## config.mk

```make
export PLATFORM = sky130hd
export DESIGN_NAME = mb_crush_ctrl
export DESIGN_NICKNAME = d
export VERILOG_FILES = /design/src/rtl/mb_crush_ctrl.sv
export SDC_FILE = /design/constraint.sdc
export NUM_CORES = 1
export LEC_CHECK = 0
export BUFFER_PORTS_ARGS = -buffer_cell sky130_fd_sc_hd__buf_2
export CORE_UTILIZATION = 45
export CTS_BUF_LIST = sky130_fd_sc_hd__clkbuf_4 sky130_fd_sc_hd__clkbuf_8
export DETAILED_ROUTE_END_ITERATION = 10
export PLACE_DENSITY_LB_ADDON = 0.05
export SLEW_MARGIN = 20
export SYNTH_ARGS = -nofsm -noshare
export SYNTH_HDL_FRONTEND = slang
export SYNTH_SLANG_ARGS = --single-unit
```

## constraint.sdc

```tcl
create_clock -name clk -period 2.7 [get_ports clk]
set_input_delay 0.135 -clock clk [delete_from_list [all_inputs] [get_ports clk]]
set_output_delay 0.135 -clock clk [all_outputs]
set_load 0.01 [all_outputs]
```

## src/rtl/mb_crush_ctrl.sv

```systemverilog
// mb_crush_ctrl: bit-depth masking and sample-and-hold decimation for the bitcrush stage.
// Depth moves one bit per RAMP_SAMPLES accepted samples so enable/retarget never clicks.
module mb_crush_ctrl #(
    parameter int DATA_W        = 16,
    parameter int RAMP_SAMPLES  = 64,
    parameter int DEFAULT_DEPTH = 4
) (
    input  logic                        clk,
    input  logic                        rst,
    input  logic                        enable,
    input  logic                        sample_valid,
    input  logic [DATA_W-1:0]           pcm_in,
    input  logic                        cfg_load,
    input  logic [$clog2(DATA_W+1)-1:0] depth_req,
    input  logic [3:0]                  decim_req,
    output logic [DATA_W-1:0]           pcm_out,
    output logic                        pcm_valid,
    output logic [$clog2(DATA_W+1)-1:0] cur_depth,
    output logic                        ramping
);

    localparam int DW   = $clog2(DATA_W + 1);
    localparam int RC_W = (RAMP_SAMPLES > 1) ? $clog2(RAMP_SAMPLES) : 1;

    localparam logic [DW-1:0]   FULL     = DW'(DATA_W);
    localparam logic [DW-1:0]   DEF_TGT  = DW'(DEFAULT_DEPTH);
    localparam logic [RC_W-1:0] RAMP_END = RC_W'(RAMP_SAMPLES - 1);

    typedef enum logic [1:0] {
        BYPASS,
        RAMP_DN,
        CRUSH,
        RAMP_UP
    } state_t;

    state_t            state;
    logic [DW-1:0]     target;
    logic [DW-1:0]     eff_tgt;
    logic [DW-1:0]     clamp_req;
    logic [3:0]        decim;
    logic [3:0]        hold_cnt;
    logic [DATA_W-1:0] held;
    logic [DATA_W-1:0] mask;
    logic [DATA_W-1:0] src;
    logic [RC_W-1:0]   ramp_cnt;
    logic              capture;
    logic              step;

    always_comb begin
        clamp_req = depth_req;
        if (depth_req == '0) begin
            clamp_req = DW'(1);
        end else if (depth_req > FULL) begin
            clamp_req = FULL;
        end
    end

    // Disabling the effect is just a ramp toward full depth.
    assign eff_tgt = enable ? target : FULL;

    assign mask    = {DATA_W{1'b1}} << (FULL - cur_depth);
    assign capture = (state == BYPASS) || (hold_cnt == '0);
    assign src     = capture ? pcm_in : held;
    assign step    = sample_valid && (ramp_cnt == RAMP_END);

    always_ff @(posedge clk) begin
        if (rst) begin
            pcm_out   <= '0;
            pcm_valid <= 1'b0;
            held      <= '0;
            hold_cnt  <= '0;
            decim     <= '0;
            target    <= DEF_TGT;
        end else begin
            pcm_valid <= sample_valid;
            if (sample_valid) begin
                pcm_out <= src & mask;
                if (state == BYPASS) begin
                    held     <= pcm_in;
                    hold_cnt <= '0;
                end else if (hold_cnt == '0) begin
                    held     <= pcm_in;
                    hold_cnt <= decim;
                end else begin
                    hold_cnt <= hold_cnt - 4'd1;
                end
            end
            // decim is only consumed at a hold boundary, so mid-hold loads wait.
            if (cfg_load) begin
                target <= clamp_req;
                decim  <= decim_req;
            end
        end
    end

    always_ff @(posedge clk) begin
        if (rst) begin
            state     <= BYPASS;
            cur_depth <= FULL;
            ramp_cnt  <= '0;
            ramping   <= 1'b0;
        end else begin
            unique case (state)
                BYPASS: begin
                    if (enable) begin
                        ramp_cnt <= '0;
                        if (target < FULL) begin
                            state   <= RAMP_DN;
                            ramping <= 1'b1;
                        end else begin
                            state <= CRUSH;
                        end
                    end
                end
                RAMP_DN: begin
                    if (eff_tgt > cur_depth) begin
                        state    <= RAMP_UP;
                        ramp_cnt <= '0;
                    end else if (eff_tgt == cur_depth) begin
                        state   <= CRUSH;
                        ramping <= 1'b0;
                    end else if (sample_valid) begin
                        if (step) begin
                            ramp_cnt  <= '0;
                            cur_depth <= cur_depth - DW'(1);
                        end else begin
                            ramp_cnt <= ramp_cnt + RC_W'(1);
                        end
                    end
                end
                RAMP_UP: begin
                    if (eff_tgt < cur_depth) begin
                        state    <= RAMP_DN;
                        ramp_cnt <= '0;
                    end else if (eff_tgt == cur_depth) begin
                        state   <= enable ? CRUSH : BYPASS;
                        ramping <= 1'b0;
                    end else if (sample_valid) begin
                        if (step) begin
                            ramp_cnt  <= '0;
                            cur_depth <= cur_depth + DW'(1);
                        end else begin
                            ramp_cnt <= ramp_cnt + RC_W'(1);
                        end
                    end
                end
                CRUSH: begin
                    if (eff_tgt < cur_depth) begin
                        state    <= RAMP_DN;
                        ramp_cnt <= '0;
                        ramping  <= 1'b1;
                    end else if (eff_tgt > cur_depth) begin
                        state    <= RAMP_UP;
                        ramp_cnt <= '0;
                        ramping  <= 1'b1;
                    end else if (!enable) begin
                        // Already at full depth: nothing to ramp, drop straight out.
                        state <= BYPASS;
                    end
                end
                default: begin
                    state   <= BYPASS;
                    ramping <= 1'b0;
                end
            endcase
        end
    end

endmodule
```

==> summary.txt <==
status - finished clean
clock latency on the worst-skew pair - 0.34 ns
Setup WS pre-CTS - 0.255 ns
fmax - 0.408 GHz
sequential cell area fraction in the yosys report - 0.366
Peak VDD IR - 0.335 mV
hold slack - 0.0322 ns
Die X - 87.4 µm
WS Path Type - reg2reg
CTS root buf - clkbuf_8
wire length on met1 - 3590 µm
CTS Sinks - 60
first-pass GRT wire length - 11900 µm
number of synthesized register bits - 60
Post-synth ARST share - 0
hold buffers post-CTS - 0
Unique masters post-synth - 59
total setup buffers inserted after CTS - 0
share of layout cells above drive strength 1 - 0.208
Syn Nets - 410
deepest clock path buffer count - 2
DRT Pass-1 Iters - 4
HP Class - in2reg
max-slew violations - 0
post-route ant nets - 0
Syn Inst Count - 365
P&R area growth vs syn - 15.9%
DR vias/cell - 5.29
Synth area leaders - dfxtp_1 37%, mux2i_1 12%, nor2_1 5.8%
Critical-path top delay cell - dfxtp_1
RSZ-0062 raised after global routing - false
Synth Flop Type - dfxtp_1
mapped cell area - 3280 µm²
Post-DP Area - 3600 µm²
critical-path maximum fanout - 6
vias in the first global route - 2467
setup total negative slack - 0 ns
overall power - 2.24 mW
Worst-path clk slew - 0.07 ns
Max-Cap Viols - 0
Nets - 459
row count - 30
DRC violations left - 0
GP Congestion - 0.833
post-route insts no fill - 514
cell taking the most area after synthesis - dfxtp_1
synth warn - 0
Critical Path Sink Type - flip-flop
CTS tree - built
routed wl met3 - 287 µm
H-tree levels - 3
setup violators final - 0
Yosys top cell area share - 0.366
Worst EP arrival - 2.67 ns
Die Y - 87.4 µm
initial antenna violation count - 0
1st-iter DRT viols - 101
crit share post-route - 0.908
Worst Skew - 0.00739 ns
pin count of the biggest net entering global routing - 45
vias after detailed routing - 2717
measured slew at the worst slew-check pin - 0.804 ns
Post-Syn Area per Cell - 8.99 µm²
CP cell instances - inv_1, ha_1, nand3_1, o21ai_1, nor3_1, o21a_4, mux2_4
final worst setup slack - 0.249 ns
core area - 6910 µm²
PwrDens - 588 nW/µm²
CTS Buf Count - 9
Final HPWL DP - 5180 µm
Finished Cell Area - 3800 µm²
slew margin rel. - 0.464
WL final - 7270 µm
DR WL/cell - 14.1 µm
Tot GR Track Use - 0.203
I/O pins - 53
worst endpoint required time - 2.92 ns
grt ovf - 0
Max stage delay on crit path - 0.50 ns
Post-synth EDFFs - 0
number of gates resized after CTS - 0
number of port buffers - 52
die area - 7640 µm²
Max Used Layer - met4
post-layout util - 0.551
met2 routed WL - 3310 µm
Tmin final - 2.45 ns
antenna cell count - 0
Lkg Pwr - 1.61 nW
Initial Util - 0.475
startpoint types - flip-flop
final hold vios - 0
Worst R2R Setup Slack - 0.25 ns
placed insts - 499
[layer usage]
layer | global-route usage | up-vias
met1 | 0.274 | 1279
met3 | 0.0483 | 9
met5 | 0 | -
met2 | 0.317 | 48
met4 | 0.0686 | 0
li1 | - | 1381
[final timing paths]
path | cells past startpoint | start | to
worst max-delay path | 7 | cur_depth[4] | cur_depth[2]
worst min register to register | 2 | pcm_out[4] | pcm_out[4]
worst min-delay path | 3 | decim_req[2] | decim[2]
worst max register to register | 7 | cur_depth[4] | cur_depth[2]
[where the power goes]
| group | internal, mW | total, mW | switching (mW) |
|---|---|---|---|
| logic | 0.190 | 0.438 | 0.248 |
| registers | 0.945 | 0.989 | 0.0440 |
| clock network | 0.455 | 0.809 | 0.354 |
[logic make-up after synthesis]
logic type,synth area share
AO/OA/AOI/OAI,0.161
adder cells (fa/ha/maj),0.0595
XOR/XNOR,0.0214
AND/OR/NAND/NOR,0.208
flip-flops,0.366
multiplexers,0.133
buffers and inverters,0.0515
[critical path, delay by kind of cell, from the launching register on]
kind            cells  cell delay [ns]
compound gates      2             0.40
fa+ha+maj           1             0.40
buf+inv             1             0.13
flops               1             0.50
mux                 1             0.30
simple gates        2             0.61
[cell usage after synthesis, drive strengths merged (3+ instances only)]
library cell / instances
a211o: 3
a21oi: 26
and2: 4
buf: 5
clkbuf: 12
dfxtp: 60
ha: 14
inv: 23
mux2: 3
mux2i: 39
nand2: 16
nand2b: 14
nand3: 9
nor2: 53
nor2b: 4
nor3: 11
nor3b: 4
o21ai: 13
o22ai: 3
o32a: 6
or3: 4
xnor2: 4
[layout make-up]
class / instances / area (µm²)
Inverter: 23 / 86.3
Multi-Input combinational cell: 265 / 1920
Timing Repair Buffer: 55 / 283
Sequential cell: 60 / 1200
Tap cell: 96 / 120
Clock buffer: 11 / 145
Fill cell: 705 / 3100
Clock inverter: 4 / 50.0
[cells in the final DEF, fill, tap and decap left out, types with 3 or more instances in the layout]
master / instances
nor3_1: 9
dfxtp_1: 60
nor2b_1: 4
inv_1: 22
nand2_1: 16
mux2_4: 3
o32a_1: 6
and2_1: 3
nand2b_1: 14
a21oi_1: 26
nand3_1: 8
o22ai_1: 3
ha_1: 14
clkbuf_8: 10
nor2_1: 51
nor3b_1: 3
mux2i_1: 39
o21ai_1: 6
a211o_1: 3
buf_4: 3
or3_1: 4
buf_2: 52
o21ai_0: 6
[state kept, by name, indices dropped and copies added (netlist names), 2 cells and up]
signal	flops
ramp_cnt	6
hold_cnt	4
decim	4
held	16
target	5
state	2
cur_depth	5
pcm_out	16
Note: power is estimated with default switching activity, not from simulation.
